`config.mk`:
```
export PLATFORM = sky130hd
export DESIGN_NAME = chain_code_decoder
export DESIGN_NICKNAME = d
export VERILOG_FILES = /design/src/rtl/chain_code_pkg.sv /design/src/rtl/chain_code_uart_rx.sv /design/src/rtl/chain_code_decoder.sv
export SDC_FILE = /design/constraint.sdc
export NUM_CORES = 1
export LEC_CHECK = 0
export ABC_AREA = 1
export BUFFER_PORTS_ARGS = -buffer_cell sky130_fd_sc_hd__buf_2
export CORE_MARGIN = 3
export CORE_UTILIZATION = 61
export CTS_BUF_LIST = sky130_fd_sc_hd__clkbuf_16
export DETAILED_ROUTE_END_ITERATION = 8
export PLACE_DENSITY = 0.92
export SKIP_LAST_GASP = 1
export SYNTH_ARGS = -nofsm -noshare
export SYNTH_HDL_FRONTEND = slang
export SYNTH_SLANG_ARGS = --single-unit
```
`constraint.sdc`:
```
create_clock -name clk -period 4.4 [get_ports clk]
set_clock_uncertainty 0.05 [all_clocks]
set_input_delay 0.44 -clock clk [delete_from_list [all_inputs] [get_ports clk]]
set_output_delay 0.44 -clock clk [all_outputs]
set_load 0.05 [all_outputs]
```
`src/rtl/chain_code_pkg.sv`:
```
// Shared chain-code definitions: end-of-chain code, direction deltas,
// serial bit timing defaults and receiver state encoding.
package chain_code_pkg;

  localparam int unsigned CLK_PER_BIT_DEF = 11;
  localparam int unsigned SAMPLE_PT_DEF   = 5;
  localparam logic [3:0]  CODE_END        = 4'd8;

  typedef enum logic [1:0] {
    RX_IDLE,
    RX_START,
    RX_DATA,
    RX_STOP
  } rx_state_e;

  // 6-bit two's-complement deltas, so adding them wraps modulo 64
  typedef struct packed {
    logic [5:0] dx;
    logic [5:0] dy;
  } delta_t;

  function automatic delta_t dir_delta(input logic [2:0] code);
    delta_t d;
    case (code)
      3'd0:    d = '{6'd0,  6'h3F};
      3'd1:    d = '{6'd1,  6'h3F};
      3'd2:    d = '{6'd1,  6'd0};
      3'd3:    d = '{6'd1,  6'd1};
      3'd4:    d = '{6'd0,  6'd1};
      3'd5:    d = '{6'h3F, 6'd1};
      3'd6:    d = '{6'h3F, 6'd0};
      default: d = '{6'h3F, 6'h3F};
    endcase
    return d;
  endfunction

endpackage

```
`src/rtl/chain_code_uart_rx.sv`:
```
// Serial frame receiver: 2-flop synchroniser, bit timer and frame FSM for
// 6-bit frames (start 0, 4 data bits LSB-first, stop 1).
module chain_code_uart_rx
  import chain_code_pkg::*;
#(
  parameter int unsigned CLK_PER_BIT = CLK_PER_BIT_DEF,
  parameter int unsigned SAMPLE_PT   = SAMPLE_PT_DEF
) (
  input  logic       clk,
  input  logic       reset,
  input  logic       clear,
  input  logic       enable,
  input  logic       serial_in,
  output logic       frame_valid,
  output logic [3:0] frame_data,
  output logic       frame_err
);

  logic [1:0] sync_q;
  logic       line;
  rx_state_e  state;
  logic [7:0] bit_timer;
  logic [1:0] bit_idx;
  logic [3:0] shift_q;

  // Synchronise the idle-high serial line into the clk domain
  always_ff @(posedge clk or negedge reset) begin
    if (!reset) sync_q <= 2'b11;
    else        sync_q <= {sync_q[0], serial_in};
  end

  // Synchronised line used by the frame FSM
  always_comb begin
    line = sync_q[1];
  end

  // Frame FSM: start-bit validation, mid-bit data sampling, stop-bit check
  always_ff @(posedge clk or negedge reset) begin
    if (!reset) begin
      state       <= RX_IDLE;
      bit_timer   <= '0;
      bit_idx     <= '0;
      shift_q     <= '0;
      frame_valid <= 1'b0;
      frame_data  <= '0;
      frame_err   <= 1'b0;
    end else begin
      frame_valid <= 1'b0;
      frame_err   <= 1'b0;
      if (clear) begin
        state     <= RX_IDLE;
        bit_timer <= '0;
        bit_idx   <= '0;
      end else begin
        case (state)
          RX_IDLE: begin
            if (enable && !line) begin
              state     <= RX_START;
              bit_timer <= '0;
              bit_idx   <= '0;
            end
          end
          RX_START: begin
            if (bit_timer == 8'(SAMPLE_PT - 1)) begin
              bit_timer <= '0;
              state     <= line ? RX_IDLE : RX_DATA;
            end else begin
              bit_timer <= bit_timer + 8'd1;
            end
          end
          RX_DATA: begin
            if (bit_timer == 8'(CLK_PER_BIT - 1)) begin
              bit_timer        <= '0;
              shift_q[bit_idx] <= line;
              bit_idx          <= bit_idx + 2'd1;
              if (bit_idx == 2'd3) state <= RX_STOP;
            end else begin
              bit_timer <= bit_timer + 8'd1;
            end
          end
          RX_STOP: begin
            if (bit_timer == 8'(CLK_PER_BIT - 1)) begin
              bit_timer <= '0;
              state     <= RX_IDLE;
              if (line) begin
                frame_valid <= 1'b1;
                frame_data  <= shift_q;
              end else begin
                frame_err <= 1'b1;
              end
            end else begin
              bit_timer <= bit_timer + 8'd1;
            end
          end
          default: state <= RX_IDLE;
        endcase
      end
    end
  end

endmodule

```
`src/rtl/chain_code_decoder.sv`:
```
// Chain-code decoder: receives serial direction codes and walks a 6-bit
// (x,y) cursor from the loaded start pixel, tracking steps and status.
module chain_code_decoder
  import chain_code_pkg::*;
#(
  parameter int unsigned CLK_PER_BIT = CLK_PER_BIT_DEF,
  parameter int unsigned SAMPLE_PT   = SAMPLE_PT_DEF
) (
  input  logic        clk,
  input  logic        reset,
  input  logic        load,
  input  logic [5:0]  start_x,
  input  logic [5:0]  start_y,
  input  logic        serial_in,
  output logic        vec_valid,
  output logic [3:0]  vec_code,
  output logic [5:0]  pix_x,
  output logic [5:0]  pix_y,
  output logic [15:0] step_count,
  output logic        done,
  output logic        closed,
  output logic        framing_error,
  output logic        code_error
);

  logic       frame_valid;
  logic       frame_err;
  logic [3:0] frame_data;
  logic       armed;
  logic [5:0] start_x_q;
  logic [5:0] start_y_q;
  delta_t     delta;

  chain_code_uart_rx #(
    .CLK_PER_BIT (CLK_PER_BIT),
    .SAMPLE_PT   (SAMPLE_PT)
  ) u_rx (
    .clk         (clk),
    .reset       (reset),
    .clear       (load),
    .enable      (armed),
    .serial_in   (serial_in),
    .frame_valid (frame_valid),
    .frame_data  (frame_data),
    .frame_err   (frame_err)
  );

  // Direction deltas for the received move code
  always_comb begin
    delta = dir_delta(frame_data[2:0]);
  end

  // Cursor, step counter and sticky status; load overrides a completing frame
  always_ff @(posedge clk or negedge reset) begin
    if (!reset) begin
      vec_valid     <= 1'b0;
      vec_code      <= '0;
      pix_x         <= '0;
      pix_y         <= '0;
      step_count    <= '0;
      done          <= 1'b0;
      closed        <= 1'b0;
      framing_error <= 1'b0;
      code_error    <= 1'b0;
      armed         <= 1'b0;
      start_x_q     <= '0;
      start_y_q     <= '0;
    end else if (load) begin
      vec_valid     <= 1'b0;
      pix_x         <= start_x;
      pix_y         <= start_y;
      start_x_q     <= start_x;
      start_y_q     <= start_y;
      step_count    <= '0;
      done          <= 1'b0;
      closed        <= 1'b0;
      framing_error <= 1'b0;
      code_error    <= 1'b0;
      armed         <= 1'b1;
    end else begin
      vec_valid <= 1'b0;
      if (frame_err && armed) framing_error <= 1'b1;
      if (frame_valid && armed) begin
        vec_valid <= 1'b1;
        vec_code  <= frame_data;
        if (!frame_data[3]) begin
          pix_x <= pix_x + delta.dx;
          pix_y <= pix_y + delta.dy;
          if (step_count != 16'hFFFF) step_count <= step_count + 16'd1;
        end else if (frame_data == CODE_END) begin
          done   <= 1'b1;
          closed <= (pix_x == start_x_q) && (pix_y == start_y_q);
          armed  <= 1'b0;
        end else begin
          code_error <= 1'b1;
        end
      end
    end
  end

endmodule

```
==> summary.log, run 1 <==
INFO  run_status     outcome=complete, no violations
INFO  global_route   grt_first_pass_wirelength=16.88mm
INFO  worst_setup_path arrival=2530ps
INFO  finish         diodes=0
INFO  power_and_ir_drop p_leak=2.509nW
INFO  timing         final.period_utilization=0.5380
INFO  place          worst_slack_at_placement=2104ps
INFO  worst_setup_path critical_path.n_buffers_inverters=1
INFO  global_route   pin_count_of_the_biggest_net_entering_global_routing=41
INFO  finish         flow.area_growth_from_synthesis=15.15%
INFO  run            number_of_violations_of_the_max_capacitance_limit=0
INFO  place          numPortBuffers=52
INFO  timing         max_freq=422.4MHz
INFO  floorplanning  floorplan.die.width=89.19µm
INFO  worst_setup_path timing.critical_path.required=4560ps
INFO  route          highest_layer=met4
INFO  clock_tree     clk_root_buffer_cell=sky130_fd_sc_hd__clkbuf_16
INFO  synth          yosys.cell_types.count=38
INFO  route          firstDrtPassIters=5
INFO  floorplanning  dieArea=7955µm²
INFO  power_and_ir_drop worst_ir_drop_vdd=267.0µV
INFO  finish         post-route-cell-area=4861µm²
INFO  clock_tree     cts_tree=built
INFO  synth          synthDominantAreaCellType=sky130_fd_sc_hd__dfrtp_1
INFO  worst_setup_path crit_family=compound AO/OA/AOI/OAI gates
INFO  floorplanning  core=6531µm²
INFO  worst_setup_path timing.critical_path.to_type=register
INFO  power_and_ir_drop powerDensity=415.9nW/µm²
INFO  synth          ys_warn_count=0
INFO  synth          syn_inst=532
INFO  worst_setup_path worst-path-max-fanout=6
INFO  route          route.met3.wl=701µm
INFO  worst_setup_path critical_path_slowest_stage_cell=sky130_fd_sc_hd__dfrtp_1
INFO  clock_tree     post_cts_buffers=0
INFO  floorplanning  chipHeight=89.19µm
INFO  route          drt_iter0_markers=263
INFO  global_route   number_of_antenna_violations_at_the_first_check_in_global_routing=0
INFO  worst_setup_path setup.reg_to_reg.worst_slack=2030ps
INFO  finish         post_layout_nonfiller_instances=669
INFO  synth          cell_area_after_technology_mapping=4222µm²
INFO  finish         layout_commonest_cell=sky130_fd_sc_hd__nand2_1
INFO  power_and_ir_drop totalPowerFinal=0.002022W
INFO  route          detailroute.via_count=3919
INFO  worst_setup_path worst_path_largest_cell_delay=440ps
INFO  route          drt_drc_violations_left=0
INFO  clock_tree     cts.sink_count=74
INFO  floorplanning  num_io_pins=53
INFO  worst_setup_path critical_path_start_end_classification=reg -> reg
INFO  clock_tree     cts_max_path_buffers=2
INFO  finish         most-common-layout-cells=157 x sky130_fd_sc_hd__nand2_1, 72 x sky130_fd_sc_hd__dfrtp_1, 53 x sky130_fd_sc_hd__inv_1, 52 x sky130_fd_sc_hd__nor2_1, 52 x sky130_fd_sc_hd__buf_2
INFO  clock_tree     holdBufCountCts=0
INFO  route          wl_per_cell=15.48µm
INFO  timing         worst_slew_pin_slew=957.1ps
INFO  route          vias_per_cell=5.858
INFO  synth          syn_nets=568
INFO  timing         finalSetupViolations=0
INFO  synth          yosysTopAreaCellShare=0.4268
INFO  clock_tree     worst_skew_pair.late_latency=340ps
INFO  global_route   grt-ovfl-total=0
INFO  synth          sequential_area_share_after_synthesis=0.4392
INFO  worst_setup_path most_frequent_cell_on_critical_path=sky130_fd_sc_hd__nand2_1
INFO  timing         least_setup_slack_across_all_paths_after_layout=2033ps
INFO  finish         final_layout_size_suffix_gt1_frac=0.1655
INFO  worst_setup_path nature_of_the_critical_path_startpoint=register
INFO  route          m1WireLength=3.989mm
INFO  clock_tree     htreeDepth=3
INFO  synth          proportion_of_synthesized_flip_flops_having_asynchronous_set_or_reset=1.000
INFO  synth          synth_edf_count=0
INFO  timing         fin_tns_setup=0ps
INFO  finish         fillCellCount=433
INFO  worst_hold_path min-delay-path-class=in -> async
INFO  clock_tree     tritoncts.num_buffers=9
INFO  floorplanning  initial_core_util=0.6464
INFO  global_route   groute.usage.overall=0.2748
INFO  synth          predominant_post_synthesis_flop_cell=sky130_fd_sc_hd__dfrtp_1
INFO  timing         final_number_of_hold_violating_endpoints=0
INFO  route          route.antenna.remaining_nets=0
INFO  timing         final.min_clock_period=2367ps
INFO  global_route   grt_pass1_vias=3822
INFO  place          finalWeightedCongestion=0.8418
INFO  worst_setup_path worstPathCellList=inv_1, nand2_1, nand2_1, ha_1, a21oi_1, nand2_1, a21boi_0, nand2_1, nand2_1, o21ai_0
INFO  floorplanning  placementRows=29
INFO  timing         rsz_0062_raised_after_global_routing=false
INFO  clock_tree     cts.clk_slew.worst_paths=70ps
INFO  timing         finalMaxSlewViolations=0
INFO  place          detailed_place_hpwl=6.899mm
INFO  route          route.final.wire_length=10.35mm
INFO  synth          biggest_area_contributors_in_the_synthesized_netlist=sky130_fd_sc_hd__dfrtp_1 43%, sky130_fd_sc_hd__nand2_1 14%, sky130_fd_sc_hd__nand3_1 5.6%, sky130_fd_sc_hd__ha_1 5.3%, sky130_fd_sc_hd__inv_1 4.6%
INFO  place          place.detailed.instances=653
INFO  timing         max_slew_margin=0.3596
INFO  clock_tree     post_cts_resized=0
INFO  synth          post_synth.cell_area_avg=7.935µm²
INFO  finish         fin_nets=623
INFO  route          detailroute.wirelength.met2=5.289mm
INFO  synth          postSynthRegisterBits=74
INFO  place          placed_area=4517µm²
==> state kept, by name, indices dropped and copies added, names as in the netlist, 2 cells and up <==
register and count:
step_count 16, u_rx.bit_timer 8, pix_x 6, pix_y 6, start_x_q 6, start_y_q 6
u_rx.frame_data 4, u_rx.shift_q 4, vec_code 4, u_rx.bit_idx 2, u_rx.state 2, u_rx.sync_q 2
==> cell usage after synthesis (2+ instances only) <==
| master | number |
|---|---|
| sky130_fd_sc_hd__a21boi_0 | 3 |
| sky130_fd_sc_hd__a21oi_1 | 16 |
| sky130_fd_sc_hd__a31oi_1 | 3 |
| sky130_fd_sc_hd__buf_12 | 2 |
| sky130_fd_sc_hd__buf_2 | 2 |
| sky130_fd_sc_hd__clkbuf_1 | 5 |
| sky130_fd_sc_hd__dfrtp_1 | 72 |
| sky130_fd_sc_hd__dfstp_2 | 2 |
| sky130_fd_sc_hd__fa_1 | 2 |
| sky130_fd_sc_hd__ha_1 | 18 |
| sky130_fd_sc_hd__inv_1 | 52 |
| sky130_fd_sc_hd__nand2_1 | 157 |
| sky130_fd_sc_hd__nand2_2 | 7 |
| sky130_fd_sc_hd__nand3_1 | 47 |
| sky130_fd_sc_hd__nand3_2 | 2 |
| sky130_fd_sc_hd__nand3b_1 | 3 |
| sky130_fd_sc_hd__nand4_1 | 9 |
| sky130_fd_sc_hd__nor2_1 | 52 |
| sky130_fd_sc_hd__nor2_4 | 3 |
| sky130_fd_sc_hd__o21ai_0 | 28 |
| sky130_fd_sc_hd__o21ai_2 | 9 |
| sky130_fd_sc_hd__o21bai_1 | 2 |
| sky130_fd_sc_hd__or2_2 | 3 |
| sky130_fd_sc_hd__xnor2_1 | 3 |
| sky130_fd_sc_hd__xor2_1 | 17 |
==> through the flow <==
stage	utilization	hold slack (ps)
CTS	0.7443	146.5
global placement	0.6916	295.5
finish	0.7443	140.3
detailed placement	0.6916	300.7
floorplan	-	94.41
global route	0.7443	151.8
==> path summary, 6_finish.rpt <==
path | from | end | cells after the start
max | u_rx.frame_data[2] | pix_y[5] | 10
min in group clk | serial_in | u_rx.sync_q[0] | 1
max in group asynchronous | reset | u_rx.sync_q[1] | 2
min reg2reg | u_rx.sync_q[0] | u_rx.sync_q[1] | 0
min | reset | start_y_q[5] | 1
max reg2reg | u_rx.frame_data[2] | pix_y[5] | 10
==> worst reg2reg max path: stages, from the launching register on <==
cell and delay [ps]:
sky130_fd_sc_hd__dfrtp_1 440, sky130_fd_sc_hd__inv_1 120, sky130_fd_sc_hd__nand2_1 80, sky130_fd_sc_hd__nand2_1 210
sky130_fd_sc_hd__ha_1 430, sky130_fd_sc_hd__a21oi_1 260, sky130_fd_sc_hd__nand2_1 110, sky130_fd_sc_hd__a21boi_0 290
sky130_fd_sc_hd__nand2_1 110, sky130_fd_sc_hd__nand2_1 80, sky130_fd_sc_hd__o21ai_0 70
==> metal layers <==
metal  GRT usage  vias up
li1            -     1834
met1      0.3278     1862
met2      0.4702      187
met3     0.04793       36
met4      0.1502        0
met5           0        -
==> cells by family (layout without fill, tap and decap cells) <==
logic type      Yosys count  in the layout  share of synthesized area
compound gates           66             66                    0.09307
simple gates            289            289                     0.2973
buf+inv                  63            123                    0.06609
fa+ha+maj                20             20                    0.06283
xor+xnor                 20             20                    0.04149
flops                    74             74                     0.4392
==> layout make-up <==
type                    instances  area, µm²  area share
clock buffers                   9      225.2     0.04633
clock inverters                 7      118.9     0.02445
inverters                      54      210.2     0.04324
multi-input cells             395       2088      0.4296
flip-flops and latches         74       1854      0.3815
well taps                      77      96.34     0.01982
repair buffers                 53      267.8     0.05508
==> report_power, final <==
group | internal [W] | total (W) | switching [W]
combinational | 0.000111 | 0.000376 | 0.000266
clock | 0.000555 | 0.000850 | 0.000295
sequential | 0.000734 | 0.000795 | 0.0000609
total | 0.00140 | 0.00202 | 0.000622
Power figures use the tool's default switching activity.
==> inputs of run 2 (changes only) <==
--- a/config.mk
+++ b/config.mk
@@ -8,10 +8,10 @@
 export ABC_AREA = 1
 export BUFFER_PORTS_ARGS = -buffer_cell sky130_fd_sc_hd__buf_2
 export CORE_MARGIN = 3
-export CORE_UTILIZATION = 61
+export CORE_UTILIZATION = 58
 export CTS_BUF_LIST = sky130_fd_sc_hd__clkbuf_16
 export DETAILED_ROUTE_END_ITERATION = 8
-export PLACE_DENSITY = 0.92
+export PLACE_DENSITY = 0.89
 export SKIP_LAST_GASP = 1
 export SYNTH_ARGS = -nofsm -noshare
 export SYNTH_HDL_FRONTEND = slang
==> constraint.sdc (replaced) <==
create_clock -name clk -period 2.2 [get_ports clk]
set_clock_uncertainty 0.05 [all_clocks]
set_input_delay 0.22 -clock clk [delete_from_list [all_inputs] [get_ports clk]]
set_output_delay 0.22 -clock clk [all_outputs]
set_load 0.05 [all_outputs]
==> summary.log, run 2 (synthesis results as in run 1) <==
INFO  route          route.final.wire_length=9.988mm [was 10.35 mm]
INFO  worst_setup_path worstPathCellList=inv_1, nand2_1, nand2_2, ha_4, a21oi_1, nand2_1, a21boi_1, nand2_1, nand2_1, o21ai_0 [was inv_1, nand2_1, nand2_1, ha_1, a21oi_1, nand2_1, a21boi_0, nand2_1, nand2_1, o21ai_0]
INFO  worst_setup_path critical_path_slowest_stage_cell=sky130_fd_sc_hd__dfrtp_1 [unchanged]
INFO  floorplanning  chipHeight=91.32µm [was 89.19 µm]
INFO  route          drt_drc_violations_left=0 [unchanged]
INFO  finish         flow.area_growth_from_synthesis=17.81% [was 15.15%]
INFO  route          vias_per_cell=5.481 [was 5.858]
INFO  worst_setup_path arrival=2220ps [was 2530 ps]
INFO  clock_tree     htreeDepth=3 [unchanged]
INFO  global_route   groute.usage.overall=0.2576 [was 0.2748]
INFO  worst_setup_path worst-path-max-fanout=6 [unchanged]
INFO  timing         final_number_of_hold_violating_endpoints=0 [unchanged]
INFO  finish         max_flop_register=step_count [unchanged]
INFO  global_route   grt-ovfl-total=0 [unchanged]
INFO  place          numPortBuffers=52 [unchanged]
INFO  worst_setup_path critical_path_start_end_classification=reg -> reg [unchanged]
INFO  route          detailroute.via_count=3798 [was 3919]
INFO  clock_tree     worst_skew_pair.late_latency=340ps [about the same]
INFO  global_route   number_of_antenna_violations_at_the_first_check_in_global_routing=0 [unchanged]
INFO  finish         reg.largest.list=step_count: 16 flops, u_rx.bit_timer: 8 flops [unchanged]
INFO  finish         final_layout_size_suffix_gt1_frac=0.1725 [was 0.1655]
INFO  clock_tree     tritoncts.num_buffers=9 [unchanged]
INFO  finish         post_layout_nonfiller_instances=693 [was 669]
INFO  worst_setup_path worst_path_largest_cell_delay=430ps [was 440 ps]
INFO  power_and_ir_drop powerDensity=831.1nW/µm² [was 415.9 nW/µm²]
INFO  worst_setup_path timing.critical_path.to_type=register [unchanged]
INFO  floorplanning  initial_core_util=0.6112 [was 0.6464]
INFO  route          firstDrtPassIters=5 [unchanged]
INFO  global_route   grt_pass1_vias=3808 [was 3822]
INFO  worst_setup_path crit_family=simple AND/OR/NAND/NOR gates [was compound AO/OA/AOI/OAI gates]
INFO  finish         most-common-layout-cells=156 x sky130_fd_sc_hd__nand2_1, 72 x sky130_fd_sc_hd__dfrtp_1, 54 x sky130_fd_sc_hd__inv_1, 52 x sky130_fd_sc_hd__buf_2, 51 x sky130_fd_sc_hd__nor2_1 [was 157 x sky130_fd_sc_hd__nand2_1, 72 x sky130_fd_sc_hd__dfrtp_1, 53 x sky130_fd_sc_hd__inv_1, 52 x sky130_fd_sc_hd__nor2_1, 52 x sky130_fd_sc_hd__buf_2]
INFO  global_route   grt_first_pass_wirelength=17.37mm [was 16.88 mm]
INFO  run_status     outcome=complete, no violations [unchanged]
INFO  global_route   pin_count_of_the_biggest_net_entering_global_routing=75 [was 41]
INFO  worst_setup_path most_frequent_cell_on_critical_path=sky130_fd_sc_hd__nand2_1 [unchanged]
INFO  worst_setup_path timing.critical_path.required=2360ps [was 4560 ps]
INFO  worst_setup_path nature_of_the_critical_path_startpoint=register [unchanged]
INFO  clock_tree     cts.clk_slew.worst_paths=70ps [about the same]
INFO  place          detailed_place_hpwl=6.705mm [was 6.899 mm]
INFO  finish         largest_reg_flops=16 [unchanged]
INFO  floorplanning  placementRows=30 [was 29]
INFO  place          finalWeightedCongestion=0.8732 [was 0.8418]
INFO  finish         postLayoutCoreUtil=0.7201 [was 0.7443]
INFO  timing         max_slew_margin=0.7153 [was 0.3596]
INFO  timing         final.period_utilization=0.9389 [was 0.5380]
INFO  worst_setup_path setup.reg_to_reg.worst_slack=130ps [was 2030 ps]
INFO  place          place.detailed.instances=675 [was 653]
INFO  clock_tree     clk_root_buffer_cell=sky130_fd_sc_hd__clkbuf_16 [unchanged]
INFO  finish         diodes=0 [unchanged]
INFO  route          wl_per_cell=14.41µm [was 15.48 µm]
INFO  clock_tree     cts_tree=built [unchanged]
INFO  run            number_of_violations_of_the_max_capacitance_limit=0 [unchanged]
INFO  clock_tree     cts.sink_count=74 [unchanged]
INFO  floorplanning  num_io_pins=53 [unchanged]
INFO  floorplanning  dieArea=8338µm² [was 7955 µm²]
INFO  floorplanning  core=6907µm² [was 6531 µm²]
INFO  timing         finalMaxSlewViolations=0 [unchanged]
INFO  power_and_ir_drop p_leak=2.550nW [was 2.509 nW]
INFO  timing         finalSetupViolations=0 [unchanged]
INFO  worst_setup_path critical_path.n_buffers_inverters=1 [unchanged]
INFO  route          drt_iter0_markers=313 [was 263]
INFO  timing         max_freq=484.1MHz [was 422.4 MHz]
INFO  power_and_ir_drop worst_ir_drop_vdd=580.3µV [was 267.0 µV]
INFO  floorplanning  floorplan.die.width=91.32µm [was 89.19 µm]
INFO  finish         layout_commonest_cell=sky130_fd_sc_hd__nand2_1 [unchanged]
INFO  timing         rsz_0062_raised_after_global_routing=false [unchanged]
INFO  timing         fin_tns_setup=0ps [unchanged]
INFO  route          route.antenna.remaining_nets=0 [unchanged]
INFO  timing         final.min_clock_period=2066ps [was 2367 ps]
INFO  timing         worst_slew_pin_slew=422.6ps [was 957.1 ps]
INFO  finish         fin_nets=628 [was 623]
INFO  worst_hold_path min-delay-path-class=in -> reg [was in -> async]
INFO  clock_tree     cts_max_path_buffers=2 [unchanged]
## run 2: stage by stage
| stage | area, µm² | hold WS (ps) | worst slack (ps) | total power [W] |
|---|---|---|---|---|
| 6_report | 4974 | 38.28 | 134.3 | 0.004134 |
| 5_1_grt | 4974 | 75.16 | 9.507 | 0.004326 |
| 4_1_cts | 4956 | 38.76 | 35.97 | 0.004132 |
| 3_5_place_dp | 4576 | 235.5 | 119.8 | 0.002345 |
| 3_3_place_gp | 4576 | 226.4 | 251.2 | 0.002301 |
| 2_1_floorplan | 4222 | -125.6 | 208.5 | 0.002136 |
## run 2: layout make-up
cell class / instances / area [µm²]
multi-input cells: 395 / 2106
fillers: 547 / 1933
flip-flops and latches: 74 / 1854
repair buffers: 58 / 322.8
clock buffers: 9 / 225.2
inverters: 54 / 210.2
clock inverters: 7 / 135.1
well taps: 96 / 120.1
## run 2: worst paths after layout
check                           cells past startpoint                from              to
worst max-delay path                               10  u_rx.frame_data[2]        pix_y[5]
worst min-delay path                                3          start_x[5]    start_x_q[5]
worst max register to register                     10  u_rx.frame_data[2]        pix_y[5]
worst min register to register                      0      u_rx.sync_q[0]  u_rx.sync_q[1]
max in group asynchronous                           3               reset  u_rx.sync_q[0]
min in group asynchronous                           3               reset  step_count[15]
## run 2: worst min-delay path: cells and delay by family
family / cells / cell delay [ps]
buf+inv: 1 / 90
simple gates: 2 / 90
## run 2: layer usage
metal  vias up  global-route usage  share of wire
met3        35             0.04225          0.060
met4         0              0.1482          0.027
li1       1839                   -              -
met2       144              0.4249           0.50
met1      1780              0.3196           0.42
met5         -                   0              0
## run 2: power by group
group          switching (W)  internal [W]  total, W
registers           0.000122       0.00147   0.00159
logic               0.000522      0.000236  0.000758
clock network       0.000570       0.00121   0.00178
## run 2: timing repair
| action | in CTS | in global routing |
|---|---|---|
| setup buffers | 0 | 0 |
| hold buffers | 2 | 0 |
| endpoints found under the setup margin | 1 | 4 |
| gates resized for setup | 1 | 3 |
| hold endpoints to repair | 73 | 0 |
| pin swaps | 0 | 0 |
==> inputs of run 3 (changes only) <==
--- a/config.mk
+++ b/config.mk
@@ -5,7 +5,6 @@
 export SDC_FILE = /design/constraint.sdc
 export NUM_CORES = 1
 export LEC_CHECK = 0
-export ABC_AREA = 1
 export BUFFER_PORTS_ARGS = -buffer_cell sky130_fd_sc_hd__buf_2
 export CORE_MARGIN = 3
 export CORE_UTILIZATION = 58
==> summary.log, run 3 <==
INFO  synth          post_synthesis_xor_xnor_area_fraction=0.05672 [was 0.04149]
INFO  route          drt_drc_violations_left=0 [unchanged]
INFO  power_and_ir_drop powerDensity=684.3nW/µm² [was 831.1 nW/µm²]
INFO  timing         least_setup_slack_across_all_paths_after_layout=25.55ps [was 134.3 ps]
INFO  worst_setup_path critical_path_start_end_classification=reg -> reg [unchanged]
INFO  worst_setup_path r2r-start=u_rx.frame_data[0] [was u_rx.frame_data[2]]
INFO  timing         finalMaxSlewViolations=0 [unchanged]
INFO  synth          sequential_area_share_after_synthesis=0.4618 [was 0.4392]
INFO  worst_setup_path rr_worst_depth=9 [was 10]
INFO  worst_setup_path arrival=2320ps [was 2220 ps]
INFO  synth          proportion_of_synthesized_flip_flops_having_asynchronous_set_or_reset=1.000 [unchanged]
INFO  finish         final_layout_size_suffix_gt1_frac=0.2796 [was 0.1725]
INFO  worst_hold_path min-delay-path-class=in -> reg [unchanged]
INFO  synth          compound_gate_portion_of_the_synthesized_area=0.1502 [was 0.09306]
INFO  synth          synthDominantAreaCellType=sky130_fd_sc_hd__dfrtp_1 [unchanged]
INFO  synth          main_combinational_cell_family_by_area_after_synthesis=simple AND/OR/NAND/NOR gates [unchanged]
INFO  global_route   pin_count_of_the_biggest_net_entering_global_routing=42 [was 75]
INFO  place          worst_slack_at_placement=20.82ps [was 119.8 ps]
INFO  place          numPortBuffers=52 [unchanged]
INFO  timing         final.min_clock_period=2174ps [was 2066 ps]
INFO  worst_setup_path crit_family=adder cells [was simple AND/OR/NAND/NOR gates]
INFO  clock_tree     tritoncts.num_buffers=9 [unchanged]
INFO  synth          postSynthRegisterBits=74 [unchanged]
INFO  clock_tree     cts.sink_count=74 [unchanged]
INFO  worst_setup_path timing.critical_path.from=u_rx.frame_data[0] [was u_rx.frame_data[2]]
INFO  synth          yosysTopAreaCellShare=0.4487 [was 0.4268]
INFO  clock_tree     cts.clk_slew.worst_paths=60ps [was 70 ps]
INFO  floorplanning  dieArea=7957µm² [was 8338 µm²]
INFO  run            number_of_violations_of_the_max_capacitance_limit=0 [unchanged]
INFO  worst_setup_path timing.critical_path.depth=9 [was 10]
INFO  worst_setup_path nature_of_the_critical_path_startpoint=register [unchanged]
INFO  clock_tree     clk_root_buffer_cell=sky130_fd_sc_hd__clkbuf_16 [unchanged]
INFO  synth          syn_inst=393 [was 532]
INFO  finish         diodes=0 [unchanged]
INFO  route          drt_iter0_markers=211 [was 313]
INFO  clock_tree     htreeDepth=3 [unchanged]
INFO  worst_setup_path r2r_end=pix_y[4] [was pix_y[5]]
INFO  clock_tree     worst_skew_pair.late_latency=330ps [was 340 ps]
INFO  finish         most-common-layout-cells=69 x sky130_fd_sc_hd__dfrtp_1, 52 x sky130_fd_sc_hd__buf_2, 34 x sky130_fd_sc_hd__o21ai_0, 27 x sky130_fd_sc_hd__nand2_1, 27 x sky130_fd_sc_hd__nor2_1 [was 156 x sky130_fd_sc_hd__nand2_1, 72 x sky130_fd_sc_hd__dfrtp_1, 54 x sky130_fd_sc_hd__inv_1, 52 x sky130_fd_sc_hd__buf_2, 51 x sky130_fd_sc_hd__nor2_1]
INFO  synth          syn_nets=429 [was 568]
INFO  synth          synth_simple_gate_area_share=0.1617 [was 0.2973]
INFO  synth          yosys.cell_types.count=58 [was 38]
INFO  worst_setup_path critical_path_slowest_stage_cell=sky130_fd_sc_hd__dfrtp_1 [unchanged]
INFO  timing         final.period_utilization=0.9884 [was 0.9389]
INFO  synth          synth_edf_count=0 [unchanged]
INFO  timing         worst_slew_pin_slew=742.3ps [was 422.6 ps]
INFO  global_route   grt-ovfl-total=0 [unchanged]
INFO  synth          yosys-mux-area-fraction=0.06232 [was 0]
INFO  worst_setup_path critical_path.n_buffers_inverters=1 [unchanged]
INFO  worst_setup_path worst_path_largest_cell_delay=400ps [was 430 ps]
INFO  place          detailed_place_hpwl=6.254mm [was 6.705 mm]
INFO  worst_setup_path worst-path-max-fanout=5 [was 6]
INFO  timing         max_freq=459.9MHz [was 484.1 MHz]
INFO  floorplanning  num_io_pins=53 [unchanged]
INFO  floorplanning  initial_core_util=0.6148 [was 0.6112]
INFO  route          wl_per_cell=17.46µm [was 14.41 µm]
INFO  synth          biggest_area_contributors_in_the_synthesized_netlist=sky130_fd_sc_hd__dfrtp_1 45%, sky130_fd_sc_hd__ha_1 5.6%, sky130_fd_sc_hd__o21ai_0 4.6%, sky130_fd_sc_hd__xnor2_1 4.6%, sky130_fd_sc_hd__mux2_2 3.6% [was sky130_fd_sc_hd__dfrtp_1 43%, sky130_fd_sc_hd__nand2_1 14%, sky130_fd_sc_hd__nand3_1 5.6%, sky130_fd_sc_hd__ha_1 5.3%, sky130_fd_sc_hd__inv_1 4.6%]
INFO  timing         max_slew_margin=0.5006 [was 0.7153]
INFO  finish         postLayoutCoreUtil=0.7397 [was 0.7201]
INFO  run_status     outcome=complete, no violations [unchanged]
INFO  worst_setup_path crit_path_end=pix_y[4] [was pix_y[5]]
INFO  worst_setup_path timing.critical_path.required=2350ps [was 2360 ps]
INFO  place          finalWeightedCongestion=0.9011 [was 0.8732]
INFO  global_route   groute.usage.overall=0.2515 [was 0.2576]
INFO  finish         layout_commonest_cell=sky130_fd_sc_hd__dfrtp_1 [was sky130_fd_sc_hd__nand2_1]
INFO  synth          synthAdderAreaFrac=0.06606 [was 0.06283]
INFO  global_route   grt_pass1_vias=3260 [was 3808]
INFO  floorplanning  placementRows=29 [was 30]
INFO  route          firstDrtPassIters=4 [was 5]
INFO  synth          cell_area_after_technology_mapping=4015µm² [was 4222 µm²]
INFO  synth          ys_warn_count=0 [unchanged]
INFO  worst_setup_path timing.critical_path.to_type=register [unchanged]
INFO  synth          predominant_post_synthesis_flop_cell=sky130_fd_sc_hd__dfrtp_1 [unchanged]
INFO  global_route   grt_first_pass_wirelength=15.40mm [was 17.37 mm]
INFO  clock_tree     cts_tree=built [unchanged]
INFO  finish         max_flop_register=step_count [unchanged]
INFO  route          vias_per_cell=6.090 [was 5.481]
INFO  floorplanning  core=6531µm² [was 6907 µm²]
INFO  timing         finalSetupViolations=0 [unchanged]
INFO  route          route.antenna.remaining_nets=0 [unchanged]
INFO  finish         largest_reg_flops=16 [unchanged]
INFO  power_and_ir_drop p_leak=2.327nW [was 2.550 nW]
INFO  synth          post_synth_most_frequent_cells=72 x sky130_fd_sc_hd__dfrtp_1, 37 x sky130_fd_sc_hd__o21ai_0, 28 x sky130_fd_sc_hd__nand2_1, 27 x sky130_fd_sc_hd__nor2_1, 23 x sky130_fd_sc_hd__inv_1 [was 157 x sky130_fd_sc_hd__nand2_1, 72 x sky130_fd_sc_hd__dfrtp_1, 52 x sky130_fd_sc_hd__inv_1, 52 x sky130_fd_sc_hd__nor2_1, 47 x sky130_fd_sc_hd__nand3_1]
INFO  route          detailroute.via_count=3301 [was 3798]
INFO  timing         hold-worst-slack=55.88ps [was 38.28 ps]
INFO  finish         post_layout_nonfiller_instances=542 [was 693]
INFO  finish         flow.area_growth_from_synthesis=20.32% [was 17.81%]
INFO  place          place.detailed.instances=523 [was 675]
INFO  timing         final_number_of_hold_violating_endpoints=0 [unchanged]
INFO  finish         fin_nets=496 [was 628]
INFO  worst_setup_path worstPathCellList=buf_4, nand2b_1, ha_1, fa_2, a21o_1, a21oi_1, xnor2_1, mux2i_1, o21ai_1 [was inv_1, nand2_1, nand2_2, ha_4, a21oi_1, nand2_1, a21boi_1, nand2_1, nand2_1, o21ai_0]
INFO  synth          cell_with_the_most_instances_after_synthesis=sky130_fd_sc_hd__dfrtp_1 [was sky130_fd_sc_hd__nand2_1]
INFO  power_and_ir_drop worst_ir_drop_vdd=380.7µV [was 580.3 µV]
INFO  worst_setup_path setup.reg_to_reg.worst_slack=30ps [was 130 ps]
INFO  finish         reg.largest.list=step_count: 16 flops, u_rx.bit_timer: 8 flops [unchanged]
INFO  floorplanning  floorplan.die.width=89.20µm [was 91.32 µm]
INFO  clock_tree     cts_max_path_buffers=2 [unchanged]
INFO  synth          post_synth.cell_area_avg=10.22µm² [was 7.935 µm²]
INFO  route          route.final.wire_length=9.462mm [was 9.988 mm]
INFO  global_route   number_of_antenna_violations_at_the_first_check_in_global_routing=0 [unchanged]
INFO  floorplanning  chipHeight=89.20µm [was 91.32 µm]
run 3: changes by cell type in the layout (fill, tap and decap cells not counted), moves of 9 or more:
cell and delta:
sky130_fd_sc_hd__nand2_1 -129, sky130_fd_sc_hd__nand3_1 -37, sky130_fd_sc_hd__inv_1 -31, sky130_fd_sc_hd__nor2_1 -24, sky130_fd_sc_hd__xnor2_1 +18, sky130_fd_sc_hd__buf_4 +15, sky130_fd_sc_hd__mux2_2 +13, sky130_fd_sc_hd__xor2_1 -12
sky130_fd_sc_hd__o21ai_2 -9
run 3: report_power, final:
part           internal (W)  switching [W]  leakage (nW)
combinational      0.000141       0.000254          1.22
sequential          0.00141      0.0000617         0.969
clock              0.000875       0.000563         0.141
run 3: worst register-to-register path: stages, from the launching register on:
cell and delay, ps:
sky130_fd_sc_hd__dfrtp_1 400, sky130_fd_sc_hd__buf_4 160, sky130_fd_sc_hd__nand2b_1 140, sky130_fd_sc_hd__ha_1 220, sky130_fd_sc_hd__fa_2 360, sky130_fd_sc_hd__a21o_1 170
sky130_fd_sc_hd__a21oi_1 180, sky130_fd_sc_hd__xnor2_1 90, sky130_fd_sc_hd__mux2i_1 180, sky130_fd_sc_hd__o21ai_1 100
run 3: worst min-delay path by stage:
stage | from | endpoint | slack (ps) | depth (start not counted)
after detailed placement | reset | start_y_q[3] | 220 | 1
after global routing | start_x[2] | start_x_q[2] | 100 | 3
final | start_y[1] | start_y_q[1] | 60 | 3
after CTS | start_y[1] | start_y_q[1] | 60 | 3
after global placement | reset | start_y_q[1] | 220 | 1
after floorplan | reset | armed | -130 | 0
run 3: cells by family after synthesis:
| group | count (synthesis) |
|---|---|
| and+or+nand+nor | 119 |
| AOI/OAI and AO/OA | 92 |
| DFF | 74 |
| buffers and inverters | 39 |
| xor gates and xnor gates | 26 |
| muxes | 23 |
| adders and majority gates | 20 |
run 3: layer usage:
| layer | up-vias | global-route usage | share of wire | wire (µm) |
|---|---|---|---|---|
| li1 | 1531 | - | - | - |
| met1 | 1618 | 0.3242 | 0.42 | 4004 |
| met2 | 122 | 0.4159 | 0.49 | 4665 |
| met3 | 30 | 0.04793 | 0.056 | 531 |
| met4 | 0 | 0.1055 | 0.028 | 261 |
| met5 | - | 0 | 0 | 0 |
run 3: repair_timing:
item | CTS | global route
hold buffers | 2 | 0
setup endpoints to repair | 4 | 6
resized for setup | 5 | 12
endpoints found under the hold margin | 27 | 0
pin swaps | 0 | 3
buffers inserted | 0 | 1
run 3: metrics by stage:
stage	TNS, ps	total power, W	cell area [µm²]
floorplan	-133.6	0.001733	4030
global placement	0	0.001839	4429
detailed placement	0	0.001857	4429
CTS	-20.35	0.003296	4763
global route	-61.48	0.003420	4831
finish	0	0.003306	4831
run 3: area by class of cell:
| class | instances | area, µm² |
|---|---|---|
| Clock buffer | 9 | 225.2 |
| Inverter | 23 | 86.33 |
| Multi-Input combinational cell | 280 | 2079 |
| Tap cell | 77 | 96.34 |
| Sequential cell | 74 | 1858 |
| Clock inverter | 7 | 70.07 |
| Timing Repair Buffer | 72 | 415.4 |
| Fill cell | 413 | 1700 |
